===== src/rtl/branch_predict_unit.sv =====
// Branch resolution and bimodal prediction: resolves EX-stage branches with full compare flags and predicts with 2-bit counters.
// Latency: prediction and resolution outputs are combinational (0 cycles); table and perf-counter updates land 1 cycle after commit.
// Backpressure: an update commits only on cycles where ex_stall is low, so a held EX instruction commits exactly once.
//
// Ports:
//   clk, reset            core clock, asynchronous active-high reset
//   if_pc / if_pred_taken fetch-side lookup: MSB of the counter indexed by if_pc
//   ex_*                  EX-stage instruction: valid/stall, pc, funct3, branch/jump kind,
//                         ALU compare flags (zero, signed less, unsigned less), carried prediction
//   pc_sel                control transfer actually taken (jump, or branch resolved taken)
//   mispredict            conditional-branch outcome disagrees with ex_pred_taken
//   redirect/redirect_seq flush front end; redirect_seq selects refetch at ex_pc+4
//   branch_cnt/mispred_cnt saturating perf counters of committed and mispredicted branches

module branch_predict_unit #(
  parameter int unsigned XLEN        = 32,
  parameter int unsigned BHT_ENTRIES = 64,
  parameter int unsigned IDX_LSB     = 2,
  parameter logic [1:0]  CTR_INIT    = 2'b01,
  parameter int unsigned CNT_W       = 32
) (
  input  logic             clk,
  input  logic             reset,
  // fetch-side lookup
  input  logic [XLEN-1:0]  if_pc,
  output logic             if_pred_taken,
  // EX-stage instruction
  input  logic             ex_valid,
  input  logic             ex_stall,
  input  logic [XLEN-1:0]  ex_pc,
  input  logic [2:0]       ex_fun3,
  input  logic             ex_branch,
  input  logic             ex_jump,
  input  logic             ex_zero,
  input  logic             ex_less,
  input  logic             ex_lessu,
  input  logic             ex_pred_taken,
  // resolution
  output logic             pc_sel,
  output logic             mispredict,
  output logic             redirect,
  output logic             redirect_seq,
  // perf counters
  output logic [CNT_W-1:0] branch_cnt,
  output logic [CNT_W-1:0] mispred_cnt
);

  localparam int unsigned IDX_W = $clog2(BHT_ENTRIES);

  // funct3 encodings of the conditional branches
  localparam logic [2:0] F3_BEQ  = 3'd0;
  localparam logic [2:0] F3_BNE  = 3'd1;
  localparam logic [2:0] F3_BLT  = 3'd4;
  localparam logic [2:0] F3_BGE  = 3'd5;
  localparam logic [2:0] F3_BLTU = 3'd6;
  localparam logic [2:0] F3_BGEU = 3'd7;

  logic [1:0]       bht_q [BHT_ENTRIES];
  logic [1:0]       bht_d [BHT_ENTRIES];
  logic [CNT_W-1:0] branch_cnt_q, branch_cnt_d;
  logic [CNT_W-1:0] mispred_cnt_q, mispred_cnt_d;

  logic [IDX_W-1:0] if_idx;
  logic [IDX_W-1:0] ex_idx;
  logic             taken;
  logic             fun3_ok;
  logic             commit;
  logic [1:0]       ctr_cur;
  logic [1:0]       ctr_next;

  // Only the index bits of either PC are looked at; the rest is intentionally ignored
  // (aliasing PCs share a counter).
  logic unused_pc_bits;
  assign unused_pc_bits = ^{if_pc, ex_pc};

  assign if_idx = if_pc[IDX_LSB +: IDX_W];
  assign ex_idx = ex_pc[IDX_LSB +: IDX_W];

  // Reads come straight from the registered table: a same-cycle write to the
  // same entry is not bypassed, so fetch sees the pre-update value.
  assign if_pred_taken = bht_q[if_idx][1];

  // ------------------------------------------------------------------
  // Branch condition from the ALU compare flags
  // ------------------------------------------------------------------
  always_comb begin
    taken = 1'b0;
    unique case (ex_fun3)
      F3_BEQ:  taken =  ex_zero;
      F3_BNE:  taken = ~ex_zero;
      F3_BLT:  taken =  ex_less;
      F3_BGE:  taken = ~ex_less;
      F3_BLTU: taken =  ex_lessu;
      F3_BGEU: taken = ~ex_lessu;
      default: taken = 1'b0;   // funct3 2/3 are not branches
    endcase
  end

  assign fun3_ok = (ex_fun3 != 3'd2) && (ex_fun3 != 3'd3);

  // ------------------------------------------------------------------
  // Resolution outputs: combinational, gated by ex_valid but not by ex_stall,
  // so a stalled branch still holds the front end redirected.
  // A jump that also carries ex_branch is treated purely as a jump.
  // ------------------------------------------------------------------
  always_comb begin
    pc_sel       = ex_valid & (ex_jump | (ex_branch & taken));
    mispredict   = ex_valid & ex_branch & ~ex_jump & (taken != ex_pred_taken);
    redirect     = (ex_valid & ex_jump) | mispredict;
    redirect_seq = mispredict & ~taken;
  end

  assign commit = ex_valid & ~ex_stall & ex_branch & ~ex_jump & fun3_ok;

  // ------------------------------------------------------------------
  // Saturating 2-bit counter update
  // ------------------------------------------------------------------
  always_comb begin
    ctr_cur  = bht_q[ex_idx];
    ctr_next = ctr_cur;
    if (taken) begin
      if (ctr_cur != 2'b11) ctr_next = ctr_cur + 2'd1;
    end else begin
      if (ctr_cur != 2'b00) ctr_next = ctr_cur - 2'd1;
    end
  end

  always_comb begin
    bht_d = bht_q;
    if (commit) bht_d[ex_idx] = ctr_next;
  end

  // ------------------------------------------------------------------
  // Perf counters: stick at all-ones rather than wrap
  // ------------------------------------------------------------------
  always_comb begin
    branch_cnt_d  = branch_cnt_q;
    mispred_cnt_d = mispred_cnt_q;
    if (commit) begin
      if (branch_cnt_q != '1) branch_cnt_d = branch_cnt_q + CNT_W'(1);
      if (mispredict && (mispred_cnt_q != '1)) mispred_cnt_d = mispred_cnt_q + CNT_W'(1);
    end
  end

  // ------------------------------------------------------------------
  // State
  // ------------------------------------------------------------------
  always_ff @(posedge clk or posedge reset) begin
    if (reset) begin
      for (int i = 0; i < int'(BHT_ENTRIES); i++) bht_q[i] <= CTR_INIT;
      branch_cnt_q  <= '0;
      mispred_cnt_q <= '0;
    end else begin
      bht_q         <= bht_d;
      branch_cnt_q  <= branch_cnt_d;
      mispred_cnt_q <= mispred_cnt_d;
    end
  end

  assign branch_cnt  = branch_cnt_q;
  assign mispred_cnt = mispred_cnt_q;

endmodule


===== config.mk =====
export PLATFORM = sky130hd
export DESIGN_NAME = branch_predict_unit
export DESIGN_NICKNAME = d
export VERILOG_FILES = /design/src/rtl/branch_predict_unit.sv
export SDC_FILE = /design/constraint.sdc
export NUM_CORES = 1
export LEC_CHECK = 0
export BUFFER_PORTS_ARGS = -buffer_cell sky130_fd_sc_hd__buf_2
export CORE_UTILIZATION = 40
export DETAILED_ROUTE_END_ITERATION = 8
export GPL_ROUTABILITY_DRIVEN = 0
export PLACE_DENSITY_LB_ADDON = 0.1
export RECOVER_POWER = 25
export SYNTH_ARGS = -nofsm -noshare
export SYNTH_HDL_FRONTEND = slang
export SYNTH_SLANG_ARGS = --single-unit

===== constraint.sdc =====
create_clock -name clk -period 7.43 [get_ports clk]
set_input_delay 1.1145 -clock clk [delete_from_list [all_inputs] [get_ports clk]]
set_output_delay 1.1145 -clock clk [all_outputs]
set_load 0.01 [all_outputs]

==> impl_metrics.ini, run 1 <==
[timing]
period_share_pct = 65.0
report.final.slew_viol_count = 0
setup-violations-final = 0
fmax_ghz = 0.207
relSlewSlack_pct = 18.6
rsz0062_at_grt = false
finClkSkew_ps = 15.8
finalSetupTns_ps = 0
tightestPinTransition_ps = 1210
timing.hold.ws_ps = 496
hold_viol = 0
min_period_ps = 4830

[yosys]
synth-seq-cells = 192
syn-num-nets = 919
async_flop_share_pct = 100
synth_compound_area_share_pct = 4.01
ys_warn_count = 0
synth-main-ff-cell = dfrtp_1
ys_types = 62
synth_edf_count = 0
synthMuxAreaShare_pct = 24.8
synth_fa_ha_area_share_pct = 0.249
syn_inst = 840
seq_area_frac_synth_pct = 48.6
netlist_area_um2 = 10100
synth_top_family_by_area = multiplexers
yosys.area_share.simple_pct = 13.5
synth.avg_cell_area_um2 = 12.0
synth_xor_area_share_pct = 5.58

[pwr]
powerDensity_nw_per_um2 = 193
irDropWorstVdd_mv = 0.132
cellLeakagePower_nw = 5.17

[clock_tree]
htree_levels = 4
cts_setup_buffers = 0
cts_resized = 0
cts_tree = yes
clk_pin_slew_ps = 70
cts_made_buffers = 17
clockBufferDepth = 2
insertion_delay_ps = 440
cts_sinks = 192
root_buffer = clkbuf_16
cts_hold_buf = 0

[cells_and_area]
layout.area.seq_um2 = 4880
final_cell_mix = dfrtp_1 (128), buf_2 (92), mux2_2 (91)
syn2layout_area_growth_pct = 13.2
fill_cells = 2291
drive_above_1_share_pct = 35.7
layout_commonest_cell = dfrtp_1
final_cell_area_um2 = 11400
diodes = 0
stdcell_count = 1255
fin_nets = 997
multi_input_area_um2 = 4870
fin_util_pct = 46.5

[route]
wl_per_cell_um = 20.3
drt-total-wl_um = 25400
drc = 0
dr.pass1.iters = 5
drtIter0Drc = 452
vias = 6924
postRouteAntennaNets = 0
viasPerCell = 5.52

[floorplanning]
dieArea_um2 = 25800
start_util_pct = 41.1
die_h_um = 161
rows = 57
design.core.area_um2 = 24500
chipWidth_um = 161
pin_count = 146

[status]
outcome = complete, no violations

[global_route]
grt_usage_pct = 20.9
first_global_vias = 7024
antenna_found_initial = 0
grt-ovfl-total = 0
grt_pass1_wl_um = 41400
grt_max_degree = 138

[setup_path]
crit_family = buffers and inverters
path_cells = buf_2 -> buf_4 -> mux2_2 -> a32o_1 -> a211oi_1 -> o22ai_1 -> or4_4 -> a21oi_4 -> buf_4 -> mux2_2
end_kind = flip-flop
crit_slowest_cell = a21oi_4
ff2ff_setup_slack_ps = 3840
cp_max_fo = 40
start_kind = primary input
slowest_delay_ps = 830
cp.required_ps = 7810
crit_arrival_ps = 5200
crit_type = in2reg
crit_buf_inv = 3

[placed_design]
port_buffers = 93
place_area_um2 = 10800
dp_cells = 1223
dp_hpwl_um = 16800

[flow_run]
cap_violations = 0

[hold_path]
hold_path_class = reg2reg
metrics by stage:
step	worst slack [ps]	total power, mW
floorplan	1190	1.22
global placement	2130	1.28
detailed placement	2180	1.28
CTS	2620	2.23
global route	2350	2.28
finish	2600	2.19
layout make-up:
| class | instances | share of cell area, % |
|---|---|---|
| clock buffer | 18 | 3.77 |
| clock inverter | 14 | 1.48 |
| inverter | 19 | 0.693 |
| multi-input combinational | 585 | 42.8 |
| sequential | 192 | 42.9 |
| tap | 324 | 3.56 |
| timing repair buffer | 103 | 4.74 |
registers in the layout (all words and copies together), names as in the netlist:
register	flops
bht_q	128
branch_cnt	32
mispred_cnt	32
cell usage after synthesis, types with 3 or more instances:
cell type	instances	area share (%)
dfrtp_1	128	32
mux2_2	91	10
nand2_1	88	3.3
dfstp_2	64	17
nor2_1	45	1.7
mux2_1	44	4.9
xnor2_1	34	3.0
nand3_1	31	1.5
xor2_1	30	2.6
mux4_2	29	6.5
mux2i_1	27	2.7
nor3_1	22	1.1
clkbuf_1	21	0.78
inv_1	19	0.71
nand4_1	16	1.0
nor4_1	13	0.81
and3_1	12	0.75
buf_2	11	0.55
buf_6	9	1.0
o22ai_1	9	0.56
nor2b_1	8	0.50
and2_1	7	0.44
a221oi_1	6	0.52
nand2b_1	6	0.37
a21oi_1	4	0.20
and4_1	4	0.35
nor3b_1	4	0.30
o32ai_1	4	0.35
nand3b_1	3	0.22
o2bb2ai_1	3	0.26
or2_2	3	0.19
or3_1	3	0.19
report_power, final:
part / internal [mW] / switching [mW] / total (mW) / leakage (nW)
logic: 0.0555 / 0.116 / 0.171 / 2.49
clock network: 0.483 / 0.454 / 0.937 / 0.286
registers: 1.07 / 0.0157 / 1.08 / 2.40
routing by layer:
metal | global-route usage (%) | wire length, um
met1 | 30.6 | 12300
met3 | 3.62 | 1070
met4 | 4.07 | 194
met2 | 32.3 | 11900
met5 | 0 | 0
cell families after synthesis:
group,Yosys count
XOR/XNOR,64
AO/OA/AOI/OAI,52
flip-flops,192
adder cells (fa/ha/maj),2
buffers and inverters,63
AND/OR/NAND/NOR,274
multiplexers,193
final timing paths:
kind | depth (start not counted) | to | from
worst min-delay path | 1 | branch_cnt[24] | branch_cnt[24]
min in group asynchronous | 2 | mispred_cnt[11] | reset
worst min register to register | 1 | branch_cnt[24] | branch_cnt[24]
max in group asynchronous | 3 | bht_q[101] | reset
worst max register to register | 8 | bht_q[58] | bht_q[48]
worst max-delay path | 10 | bht_q[58] | ex_pc[4]
(Power assumes the default switching activity.)
==> run 2: changes to the inputs <==
Clock period 7.43 ns to 4.4 ns, I/O delays scaled along.
==> run 2 against run 1 <==
The flow now finishes with violations (capacitance limit, slew limit). Total power grew 69%. Clock-buffer cell count is the same. Hold slack lost 10 ps. Critical path type is now in2out.
==> impl_metrics.ini, run 2 (synthesis gave the netlist of run 1 again) <==
[floorplanning]
design.core.area_um2 = 24500
start_util_pct = 41.1
die_h_um = 161
dieArea_um2 = 25800
pin_count = 146
rows = 57
chipWidth_um = 161

[route]
vias = 7021
wl_per_cell_um = 20.0
drt-total-wl_um = 25600
dr_wl_met2_um = 11700
viasPerCell = 5.50
dr.pass1.iters = 5
wl_met3_um = 1350
wl_met1_um = 12100
postRouteAntennaNets = 0
drc = 0
drtIter0Drc = 404
top_layer_used = met4

[pwr]
powerDensity_nw_per_um2 = 322
fin_total_pwr_mw = 3.71
irDropWorstVdd_mv = 0.214
cellLeakagePower_nw = 5.27

[clock_tree]
root_buffer = clkbuf_16
cts_sinks = 192
cts_hold_buf = 0
insertion_delay_ps = 440
cts_resized = 0
clk_pin_slew_ps = 70
cts_setup_buffers = 0
cts_tree = yes
clockBufferDepth = 2
cts_made_buffers = 17
htree_levels = 4

[timing]
setup_ws_ps = 748
finClkSkew_ps = 11.9
period_share_pct = 83.0
fmax_ghz = 0.274
relSlewSlack_pct = -40.8
setup-violations-final = 0
rsz0062_at_grt = false
hold_viol = 0
tightestPinTransition_ps = 2110
finalSetupTns_ps = 0
timing.hold.ws_ps = 486
report.final.slew_viol_count = 78
min_period_ps = 3650

[setup_path]
crit_type = in2out
cp_max_fo = 16
end_kind = primary output
start_kind = primary input
path_cells = buf_2 -> mux4_2 -> mux4_2 -> mux4_2 -> buf_2
crit_slowest_cell = mux4_2
crit_arrival_ps = 2990
slowest_delay_ps = 640
cpMostUsedCell = mux4_2
cp.required_ps = 3740

[cells_and_area]
syn2layout_area_growth_pct = 14.7
drive_above_1_share_pct = 36.6
fill_cells = 2267
largest_reg_flops = 128
stdcell_count = 1277
fin_util_pct = 47.1
fin_nets = 1019
diodes = 0
layout_commonest_cell = dfrtp_1
final_cell_mix = dfrtp_1 (128), buf_2 (92), mux2_2 (91)
top_register = bht_q
final_cell_area_um2 = 11500

[placed_design]
port_buffers = 93
dp_cells = 1245
place_area_um2 = 11000
dp_hpwl_um = 17800
dp_slack_ps = 430

[flow_run]
cap_violations = 2

[global_route]
grt_usage_pct = 21.0
antenna_found_initial = 0
grt-ovfl-total = 0
grt_pass1_wl_um = 41500
grt_max_degree = 104
first_global_vias = 7252

[hold_path]
hold_path_class = reg2reg

[status]
outcome = finished, violations left
violations = capacitance limit, slew limit
## run 2: cell types whose count changed in the layout (fill, tap and decap cells not counted), moves of 2 or more
cell	before	now
inv_8	6	4
clkinv_8	2	0
buf_12	0	3
nor3_1	18	22
buf_4	10	27
nor3_2	4	0
## run 2: area by class of cell
type                    instances  area (um^2)  area share, %
clock inverters                14          146           1.27
clock buffers                  18          439           3.81
repair buffers                125          734           6.37
well taps                     324          405           3.52
multi-input cells             585         4850           42.0
inverters                      19         72.6          0.629
flip-flops and latches        192         4880           42.4
## run 2: where the power goes
part | total (mW) | leakage [nW] | switching, mW | internal (mW)
Sequential | 1.83 | 2.40 | 0.0279 | 1.80
Clock | 1.57 | 0.281 | 0.755 | 0.819
Combinational | 0.307 | 2.59 | 0.196 | 0.110
## run 2: metal layers
metal	vias up	track usage [%]
li1	3252	-
met1	3543	30.0
met2	195	31.8
met3	31	4.62
met4	0	6.15
met5	-	0
## run 2: path summary, 6_finish.rpt
path,startpoint,end,slack (ps),depth (start not counted)
max,if_pc[2],if_pred_taken,750,5
min,branch_cnt[24],branch_cnt[24],490,1
max reg2reg,mispred_cnt[0],mispred_cnt[21],1310,9
min reg2reg,branch_cnt[24],branch_cnt[24],490,1
max in group asynchronous,reset,bht_q[99],1060,3
min in group asynchronous,reset,bht_q[121],690,2
## run 2: worst max-delay path: cells and delay by family
family	cells	cell delay [ps]
mux	3	1630
buf+inv	2	690
==> run 3: changes to the inputs <==
Clock period 4.4 ns to 3.26 ns, I/O delays scaled along.
==> run 3 against run 2 <==
The flow still finishes with violations (capacitance limit, slew limit). Worst setup slack worse by 470 ps. Utilization up 1.3 points. Via count is 0.61% higher. Combinational power is 47% higher. Sequential share of layout area is 1.1 points lower. Critical path type is now reg2out.
==> impl_metrics.ini, run 3 (synthesis gave the netlist of run 1 again) <==
[clock_tree]
cts_hold_buf = 0
cts_resized = 0
insertion_delay_ps = 440
cts_tree = yes
htree_levels = 4
clockBufferDepth = 2
cts_made_buffers = 17
cts_sinks = 192
cts_setup_buffers = 0
clk_pin_slew_ps = 80
root_buffer = clkbuf_16

[setup_path]
rr_endpoint = bht_q[20]
cpMostUsedCell = mux4_2
ff2ff_setup_slack_ps = 470
reg2reg_depth = 8
crit_start = bht_q[11]
end_kind = primary output
critical_path.reg2reg.startpoint = bht_q[44]
slowest_delay_ps = 520
cp.required_ps = 2770
path_cells = mux4_2 -> mux4_2 -> mux4_2 -> buf_2
crit_slowest_cell = mux4_2
crit_arrival_ps = 2490
cp_max_fo = 3
crit_type = reg2out
start_kind = flip-flop
crit_path_end = if_pred_taken

[route]
drc = 0
dr.pass1.iters = 5
drtIter0Drc = 376
postRouteAntennaNets = 0
viasPerCell = 5.40
drt-total-wl_um = 26200
wl_per_cell_um = 20.0
vias = 7064

[placed_design]
dp_hpwl_um = 18900
port_buffers = 93
dp_slack_ps = 33.0

[cells_and_area]
syn2layout_area_growth_pct = 17.9
fill_cells = 2243
largest_reg_flops = 128
fin_nets = 1052
top_register = bht_q
diodes = 0
layout_commonest_cell = dfrtp_1
drive_above_1_share_pct = 38.7
final_cell_mix = dfrtp_1 (128), buf_2 (93), mux2_2 (91)
fin_util_pct = 48.4

[timing]
setup-violations-final = 0
timing.hold.ws_ps = 451
hold_viol = 0
tightestPinTransition_ps = 1660
report.final.slew_viol_count = 34
fmax_ghz = 0.336
period_share_pct = 91.3
relSlewSlack_pct = -11.1
setup_ws_ps = 282
finClkSkew_ps = 12.9
min_period_ps = 2980
rsz0062_at_grt = false
finalSetupTns_ps = 0

[flow_run]
cap_violations = 1

[global_route]
grt_usage_pct = 21.5
antenna_found_initial = 0
grt_pass1_wl_um = 42800
grt-ovfl-total = 0
grt_max_degree = 40
first_global_vias = 7370

[floorplanning]
chipWidth_um = 161
start_util_pct = 41.1
design.core.area_um2 = 24500
die_h_um = 161
rows = 57
dieArea_um2 = 25800
pin_count = 146

[hold_path]
hold_path_class = in2async

[status]
outcome = finished, violations left
violations = capacitance limit, slew limit

[pwr]
powerDensity_nw_per_um2 = 421
cellLeakagePower_nw = 5.46
irDropWorstVdd_mv = 0.317
-- run 3: cell types whose count changed in the layout (fill, tap and decap cells not counted) --
| cell | delta |
|---|---|
| clkbuf_2 | +1 |
| buf_12 | +7 |
| clkinv_8 | +3 |
| bufinv_16 | -1 |
| clkbuf_8 | -1 |
| buf_2 | +1 |
| clkinvlp_4 | -1 |
| clkinv_4 | -1 |
| buf_4 | +24 |
-- run 3: final cells by class --
type	instances	area [um^2]	area share, %
sequential	192	4880	41.2
clock inverter	14	149	1.26
timing repair buffer	158	1060	8.99
multi-input combinational	585	4850	40.9
clock buffer	17	425	3.59
tap	324	405	3.42
inverter	19	72.6	0.612
-- run 3: worst min-delay path by stage --
stage          cells after the start              to           start  slack [ps]
2_1_floorplan                      1       bht_q[39]       bht_q[39]         490
3_3_place_gp                       1  branch_cnt[18]  branch_cnt[18]         470
3_5_place_dp                       1  branch_cnt[18]  branch_cnt[18]         470
4_1_cts                            2      bht_q[125]           reset         250
5_1_grt                            1  branch_cnt[24]  branch_cnt[24]         520
6_report                           2      bht_q[125]           reset         450
-- run 3: routing by layer --
metal  part of all wire, %  global-route usage, %
met3                   4.0                   4.05
met5                     0                      0
met1                    49                   31.1
met2                    46                   33.3
met4                   1.6                   5.24
-- run 3: per-stage QoR --
step / power, mW / std cells / instance area, um^2
detailed placement: 2.98 / 1278 / 11300
floorplan: 2.78 / 840 / 10100
global placement: 2.98 / 1278 / 11300
CTS: 5.06 / 1309 / 11900
global route: 5.20 / 1309 / 11900
finish: 4.99 / 1309 / 11900
-- run 3: where the power goes --
part           switching [mW]  leakage [nW]  internal, mW
registers              0.0373          2.40          2.44
clock network            1.05         0.276          1.02
logic                   0.273          2.79         0.178
-- run 3: worst max-delay path: cells and delay by family (launching register included) --
kind                   cells  cell delay (ps)
muxes                      3             1490
DFF                        1              410
buffers and inverters      1              150
